[config.mk]
export PLATFORM = sky130hd
export DESIGN_NAME = hs_fifo_pipeline
export DESIGN_NICKNAME = d
export VERILOG_FILES = /design/src/rtl/hs_fifo_pipeline.sv
export SDC_FILE = /design/constraint.sdc
export NUM_CORES = 1
export LEC_CHECK = 0
export CELL_PAD_IN_SITES_DETAIL_PLACEMENT = 1
export CELL_PAD_IN_SITES_GLOBAL_PLACEMENT = 1
export CORE_UTILIZATION = 39
export DETAILED_ROUTE_END_ITERATION = 8
export PLACE_DENSITY = 0.78
export SLEW_MARGIN = 25
export SYNTH_ARGS = -nofsm -noshare
export SYNTH_HDL_FRONTEND = slang
export SYNTH_SLANG_ARGS = --single-unit
[constraint.sdc]
create_clock -name clk -period 4.49 [get_ports clk]
set_clock_uncertainty 0.2 [all_clocks]
set_input_delay 0.898 -clock clk [delete_from_list [all_inputs] [get_ports clk]]
set_output_delay 0.898 -clock clk [all_outputs]
set_load 0.05 [all_outputs]
[src/rtl/hs_fifo_pipeline.sv]
// Clocked FIFO between two four-phase req/ack channels, with optional input
// synchronisers and registered occupancy/full/empty status.
module hs_fifo_pipeline #(
  parameter int WIDTH       = 3,
  parameter int DEPTH       = 4,
  parameter int SYNC_STAGES = 2
) (
  input  logic                       clk,
  input  logic                       rst_n,
  input  logic [WIDTH-1:0]           data_in,
  input  logic                       req_in,
  output logic                       ack_out,
  output logic [WIDTH-1:0]           data_out,
  output logic                       req_out,
  input  logic                       ack_in,
  output logic [$clog2(DEPTH+1)-1:0] count,
  output logic                       full,
  output logic                       empty
);
  localparam int PTR_W = $clog2(DEPTH);
  localparam int CNT_W = $clog2(DEPTH+1);

  typedef enum logic {IN_IDLE, IN_ACK} in_state_t;
  typedef enum logic [1:0] {OUT_IDLE, OUT_REQ, OUT_RTZ} out_state_t;

  logic req_s, ack_s;

  generate
    if (SYNC_STAGES == 0) begin : g_nosync
      assign req_s = req_in;
      assign ack_s = ack_in;
    end else begin : g_sync
      logic [SYNC_STAGES-1:0] req_sync_reg, ack_sync_reg;
      // Shift chain: bit 0 takes the raw input, the top bit is the synchronised copy.
      always_ff @(posedge clk or negedge rst_n) begin
        if (!rst_n) begin
          req_sync_reg <= '0;
          ack_sync_reg <= '0;
        end else begin
          req_sync_reg <= SYNC_STAGES'({req_sync_reg, req_in});
          ack_sync_reg <= SYNC_STAGES'({ack_sync_reg, ack_in});
        end
      end
      assign req_s = req_sync_reg[SYNC_STAGES-1];
      assign ack_s = ack_sync_reg[SYNC_STAGES-1];
    end
  endgenerate

  logic [WIDTH-1:0] mem [DEPTH];
  logic [PTR_W-1:0] wr_ptr_reg, rd_ptr_reg;
  logic [CNT_W-1:0] count_reg, count_next;
  logic             full_reg, empty_reg;
  logic             ack_out_reg, ack_out_next;
  logic             req_out_reg, req_out_next;
  logic [WIDTH-1:0] data_out_reg, data_out_next;
  in_state_t        in_state_reg, in_state_next;
  out_state_t       out_state_reg, out_state_next;
  logic             wr_en, pop;

  function automatic logic [PTR_W-1:0] ptr_inc(input logic [PTR_W-1:0] p);
    return (p == PTR_W'(DEPTH-1)) ? '0 : p + 1'b1;
  endfunction

  always_comb begin
    in_state_next = in_state_reg;
    ack_out_next  = ack_out_reg;
    wr_en         = 1'b0;
    case (in_state_reg)
      IN_IDLE: if (req_s && !full_reg) begin
        wr_en         = 1'b1;
        ack_out_next  = 1'b1;
        in_state_next = IN_ACK;
      end
      IN_ACK: if (!req_s) begin
        ack_out_next  = 1'b0;
        in_state_next = IN_IDLE;
      end
      default: in_state_next = IN_IDLE;
    endcase
  end

  // A lingering ack from the previous word blocks a new request until it drops.
  always_comb begin
    out_state_next = out_state_reg;
    req_out_next   = req_out_reg;
    data_out_next  = data_out_reg;
    pop            = 1'b0;
    case (out_state_reg)
      OUT_IDLE: if (!empty_reg && !ack_s) begin
        data_out_next  = mem[rd_ptr_reg];
        req_out_next   = 1'b1;
        out_state_next = OUT_REQ;
      end
      OUT_REQ: if (ack_s) begin
        pop            = 1'b1;
        req_out_next   = 1'b0;
        out_state_next = OUT_RTZ;
      end
      OUT_RTZ: if (!ack_s) out_state_next = OUT_IDLE;
      default: out_state_next = OUT_IDLE;
    endcase
  end

  always_comb begin
    case ({wr_en, pop})
      2'b10:   count_next = count_reg + 1'b1;
      2'b01:   count_next = count_reg - 1'b1;
      default: count_next = count_reg;
    endcase
  end

  always_ff @(posedge clk or negedge rst_n) begin
    if (!rst_n) begin
      in_state_reg  <= IN_IDLE;
      out_state_reg <= OUT_IDLE;
      wr_ptr_reg    <= '0;
      rd_ptr_reg    <= '0;
      count_reg     <= '0;
      full_reg      <= 1'b0;
      empty_reg     <= 1'b1;
      ack_out_reg   <= 1'b0;
      req_out_reg   <= 1'b0;
      data_out_reg  <= '0;
    end else begin
      in_state_reg  <= in_state_next;
      out_state_reg <= out_state_next;
      if (wr_en) wr_ptr_reg <= ptr_inc(wr_ptr_reg);
      if (pop)   rd_ptr_reg <= ptr_inc(rd_ptr_reg);
      count_reg     <= count_next;
      full_reg      <= (count_next == CNT_W'(DEPTH));
      empty_reg     <= (count_next == '0);
      ack_out_reg   <= ack_out_next;
      req_out_reg   <= req_out_next;
      data_out_reg  <= data_out_next;
    end
  end

  // Storage is not reset; the pointers and count define what is valid.
  always_ff @(posedge clk) begin
    if (wr_en) mem[wr_ptr_reg] <= data_in;
  end

  assign ack_out  = ack_out_reg;
  assign req_out  = req_out_reg;
  assign data_out = data_out_reg;
  assign count    = count_reg;
  assign full     = full_reg;
  assign empty    = empty_reg;
endmodule
After elaboration in Yosys (flattened, before gate mapping)
Memory sizes are Yosys's and may differ from the RTL's. A register that Yosys moved wholly into a read port is not among the register bits.
Index checks and enable logic that the tools add are counted.
{"block": "classes", "muxes": 21, "bitwise_logic": 1, "add_sub_neg": 4, "n_eq_ne": 12, "n_reduce_logical": 13}
{"cell": "1-bit 2-to-1 mux", "count": 11}
{"cell": "2-bit 2-to-1 mux", "count": 5}
{"cell": "2-bit != test, second input constant", "count": 5}
{"cell": "2-bit equality test, second input constant", "count": 4}
{"cell": "1-bit one-hot mux with 2 select lines", "count": 3}
{"cell": "2-bit one-hot mux with 3 select lines", "count": 1}
{"cell": "3-bit one-hot mux with 2 select lines", "count": 1}
{"cell": "3-bit AND reduction", "count": 2}
{"cell": "2-bit by 1-bit adder with 2-bit output, second input constant", "count": 2}
{"cell": "2-bit by 1-bit equality test with 1-bit output, second input constant", "count": 2}
{"cell": "1-bit logical NOT", "count": 4}
{"cell": "2-bit AND reduction", "count": 2}
{"cell": "3-bit by 1-bit adder with 3-bit output, second input constant", "count": 1}
{"cell": "3-bit equality test, second input constant", "count": 1}
{"cell": "3-bit logical NOT", "count": 1}
{"cell": "3-bit by 1-bit subtractor with 3-bit output, second input constant", "count": 1}
{"cell": "1-bit logical AND", "count": 2}
{"cell": "2-bit logical NOT", "count": 1}
{"cell": "2-bit nonzero test", "count": 1}
{"cell": "1-bit inverter", "count": 1}
{"block": "word_totals", "ram_bits": 12, "word_cells": 63, "memories": 1, "input_bits": 7, "out_inout_bits": 10, "register_bits": 18}
{"name": "mem", "words": 4, "word_bits": 3, "rd": 1, "rd_clocked_by_memory_dff": 1, "write_ports": 1, "line_no": "49", "rtl": "logic [WIDTH-1:0] mem [DEPTH];"}

Longest topological paths before layout
{"block": "logic_depth", "depth_word": 7, "ltp_mapped": 8, "depth_no_buf": 8}

Worst setup path before layout
No wires, ideal clock.
{"block": "synth_path", "kind": "reg2reg", "startpoint": "reg full_reg (netlist: full)", "endpoint": "reg full_reg (netlist: full)", "path_buffers": 0, "setup_time_ps": 119, "path_stages_with_launch": 9, "slack_ps": 1768, "arrival_ps": 2403, "required_ps": 4171, "period_less_slack_ps": 2722, "cell_sequence": "dfrtp_1 nor3b_1 inv_1 ha_1 inv_1 fa_1 and3b_1 a31oi_1 o21ba_2"}
{"block": "synth_via", "elab_chain_cells": 7, "word_cells_on_any_way": 8, "classes_between": "eq/ne: 3; mux: 3; reduce/logical: 2"}
{"item": "start: declaration", "line_no": "52", "rtl": "logic full_reg, empty_reg;"}
{"item": "start signal: assignment", "line_no": "130", "rtl": "full_reg <= (count_next == CNT_W'(DEPTH));"}
{"item": "1-bit logical NOT *", "line_no": "69", "rtl": "IN_IDLE: if (req_s && !full_reg) begin"}
{"item": "1-bit logical AND *", "line_no": "69"}
{"item": "1-bit 2-to-1 mux *", "line_no": "69"}
{"item": "1-bit 2-to-1 mux *", "line_no": "68", "rtl": "case (in_state_reg)"}
{"item": "2-bit by 1-bit equality test with 1-bit output or 2-bit equality test (tied branches)", "line_no": "105", "rtl": "case ({wr_en, pop})"}
{"item": "3-bit one-hot mux with 2 select lines *", "line_no": "105"}
{"item": "3-bit equality test *", "line_no": "130"}
Every way passes the cells marked *; elsewhere a longest branch is shown, timed or not.
A chain may end at the register's enable or synchronous reset.

Worst setup path after layout
{"block": "layout_path", "startpoint": "reg empty_reg (netlist: empty)", "endpoint": "out empty"}
{"item": "start: declaration", "line_no": "52"}
{"item": "start signal: assignment", "line_no": "131", "rtl": "empty_reg <= (count_next == '0);"}
{"item": "end: declaration", "line_no": "18", "rtl": "output logic empty"}
No word-level cell between the ends.

==> results.py <==
metrics = {
    "run_status": {
        "outcome": "finished clean",
    },
    "placed_design": {
        "detailed_place_hpwl_mm": 1.592,
        "globalplace.congestion": 0.6371,
        "io_buffers": 16,
        "post_dp_cell_area_mm2": 0.001569,
    },
    "yosys": {
        "yosysMostFrequentCell": "dfrtp_1",
        "synth_warnings": 0,
        "synth_ff_type": "dfrtp_1",
        "synth_commonest_cells": "dfrtp_1 (20), edfxtp_1 (12), inv_1 (9)",
        "netlist_instances": 89,
        "synth_top_area_share_pct": 37.04,
        "synth_area_mm2": 0.001351,
        "synth_edf_count": 12,
        "yosysTopAreaCell": "dfrtp_1",
        "yosysSeqAreaShare_pct": 65.65,
        "synthTopCellsByArea": "dfrtp_1 (37%), edfxtp_1 (27%), ha_1 (5.6%)",
        "ys_ff_latch": 33,
        "synth_nets": 103,
        "async_flop_share_pct": 63.64,
        "yosysUniqueCellTypes": 27,
        "avgSynthCellArea_um2": 15.18,
    },
    "timing": {
        "hold_ws_ps": 165.8,
        "hold_viol_final": 0,
        "min_period_over_period_pct": 62.44,
        "fmax_mhz": 356.7,
        "period_needed_ps": 2803,
        "maxSlewHeadroom_pct": 50.24,
        "worst_pin_slew_ps": 744.8,
        "setup_viol_count_final": 0,
        "slew_violations": 0,
        "fin_tns_setup_ps": 0,
        "rsz0062_at_grt": "no",
    },
    "global_routing": {
        "grt_pass1_wl_mm": 3.381,
        "grt_antenna_before_repair": 0,
        "grtUsageMet2_pct": 22.45,
        "gr-total-overflow": 0,
        "grt_usage_pct": 13.53,
        "grt_util_met3_pct": 6.397,
        "top_usage_layer": "met2",
        "grt_pass1_vias": 774,
        "grt_start_max_net_pins": 22,
        "use_met1_pct": 14.05,
    },
    "clock_network": {
        "cts.clk_slew.worst_paths_ps": 90,
        "cts_setup_buffers": 0,
        "hold_buffers": 0,
        "cts_inserted_buffers": 5,
        "h-tree-depth": 2,
        "root_buffer": "clkbuf_4",
        "post_cts_resized": 0,
        "cts_buffer_depth": 2,
        "cts_tree": "done",
        "clock-sinks": 33,
        "insertion_delay_ps": 320,
    },
    "route": {
        "routed_wl_mm": 2.062,
        "wl_per_cell_um": 12.97,
        "drt_pre_antenna_iters": 2,
        "vias": 745,
        "ant_nets": 0,
        "drt_iter0_markers": 13,
        "drt-vias-per-instance": 4.686,
        "drc": 0,
    },
    "worst_setup_path": {
        "reg2reg_slack_ps": 1700,
        "reg2reg_depth": 8,
        "setup.worst_path.start_class": "flip-flop",
        "worstPathArrival_ps": 1710,
        "critical_path.top_delay_family": "buffers and inverters",
        "critPathSlowestCell": "clkdlybuf4s50_1",
        "crit_fanout": 3,
        "critPathMaxStageDelay_ps": 810,
        "cp_num_buf_inv": 1,
        "crit_chain": "clkdlybuf4s50_1",
        "reg2reg_from": "in_state_reg",
        "cp-end-kind": "output port",
        "critical_path_class": "flip-flop to output port",
        "crit_required_ps": 3390,
        "r2r-end": "full",
    },
    "power_and_ir_drop": {
        "switching_share_pct": 39.91,
        "power_mw": 1.083,
        "p_int_mw": 0.6509,
        "p_sw_mw": 0.4323,
        "power_frac_comb_pct": 43.1,
        "p_clk_share_pct": 14.1,
        "vdd_ir_drop_max_mv": 0.2410,
        "seqPwrFrac_pct": 42.8,
        "p_per_area_mw_per_mm2": 670.6,
        "p_leak_nw": 0.6612,
    },
    "die": {
        "die_area_mm2": 0.003705,
        "initial_core_util_pct": 40.49,
        "boundaryPins": 17,
        "fp.dieH_um": 60.87,
        "coreArea_mm2": 0.003337,
        "die_width_um": 60.87,
        "rows": 21,
    },
    "job": {
        "max-cap-violations": 0,
    },
    "final_layout": {
        "drive_above_1_share_pct": 17.70,
        "multiInputGateArea_um2": 430.4,
        "largest_register_ffs": 12,
        "synthToLayoutAreaGrowth_pct": 19.54,
        "final-seq-area_um2": 887.1,
        "insertedDiodeCount": 0,
        "final_area_mm2": 0.001615,
        "fin_nets": 126,
        "n_fill_cell": 349,
    },
    "hold_path": {
        "min_to": "g_sync.ack_sync_reg[1]",
        "hold_depth": 0,
        "hp-class": "flip-flop to flip-flop",
        "hp-start": "g_sync.ack_sync_reg[0]",
    },
}
## stage by stage
stage               utilization, %  worst slack (ps)  cells
floorplan                        -              1768     89
global placement             47.02              1848    151
detailed placement           47.02              1690    151
CTS                          48.56              1658    159
global route                 48.41              1424    159
finish                       48.41              1687    159
## metal layers
metal | wire length (um) | part of all wire [%] | vias to the layer above
li1 | - | - | 360
met1 | 850 | 41 | 363
met2 | 1035 | 50 | 16
met3 | 131 | 6.4 | 6
met4 | 45 | 2.2 | 0
met5 | 0 | 0 | -
## power groups by stage
| stage | sequential, mW | clock [mW] | combinational, mW |
|---|---|---|---|
| after detailed placement | 0.474 | 0 | 0.472 |
| after floorplan | 0.607 | 0 | 0.189 |
| after global routing | 0.476 | 0.173 | 0.512 |
| after CTS | 0.467 | 0.162 | 0.474 |
| after global placement | 0.467 | 0 | 0.457 |
| final | 0.464 | 0.153 | 0.466 |
## final cells by class
class	instances	share of cell area, %
clock inverter	2	0.6197
inverter	9	2.091
multi-input combinational	47	26.65
sequential	33	54.92
clock buffer	6	2.556
tap	46	3.563
timing repair buffer	16	9.605
## cell families (layout without fill, tap and decap cells)
| logic type | Yosys count | after routing | share of synthesized area (%) |
|---|---|---|---|
| flops | 33 | 33 | 65.65 |
| simple gates | 18 | 18 | 8.611 |
| compound gates | 12 | 12 | 5.926 |
| buf+inv | 9 | 33 | 2.500 |
| fa+ha+maj | 7 | 7 | 7.037 |
| mux | 7 | 7 | 8.333 |
| xor+xnor | 3 | 3 | 1.945 |
## worst max path at each step
stage | startpoint | end | slack (ps) | depth (start not counted)
2_1_floorplan | full | full | 1770 | 8
3_3_place_gp | in_state_reg | full | 1850 | 8
3_5_place_dp | in_state_reg | full | 1690 | 8
4_1_cts | empty | empty | 1660 | 1
5_1_grt | in_state_reg | full | 1420 | 8
6_report | empty | empty | 1690 | 1
## layout by cell type, fill, tap and decap left out, types with 2 or more instances in the layout
master	synthesis	final
mux2_2	4	4
nor3_1	3	3
edfxtp_1	12	12
and2_1	5	5
dfrtp_1	20	20
nand2_1	4	4
o21a_1	2	2
mux4_2	3	3
xor2_1	2	2
ha_1	6	6
inv_1	9	9
o21ai_0	4	4
clkbuf_4	0	5
clkdlybuf4s50_1	0	15
clkinv_2	0	2
(Power assumes the default switching activity.)
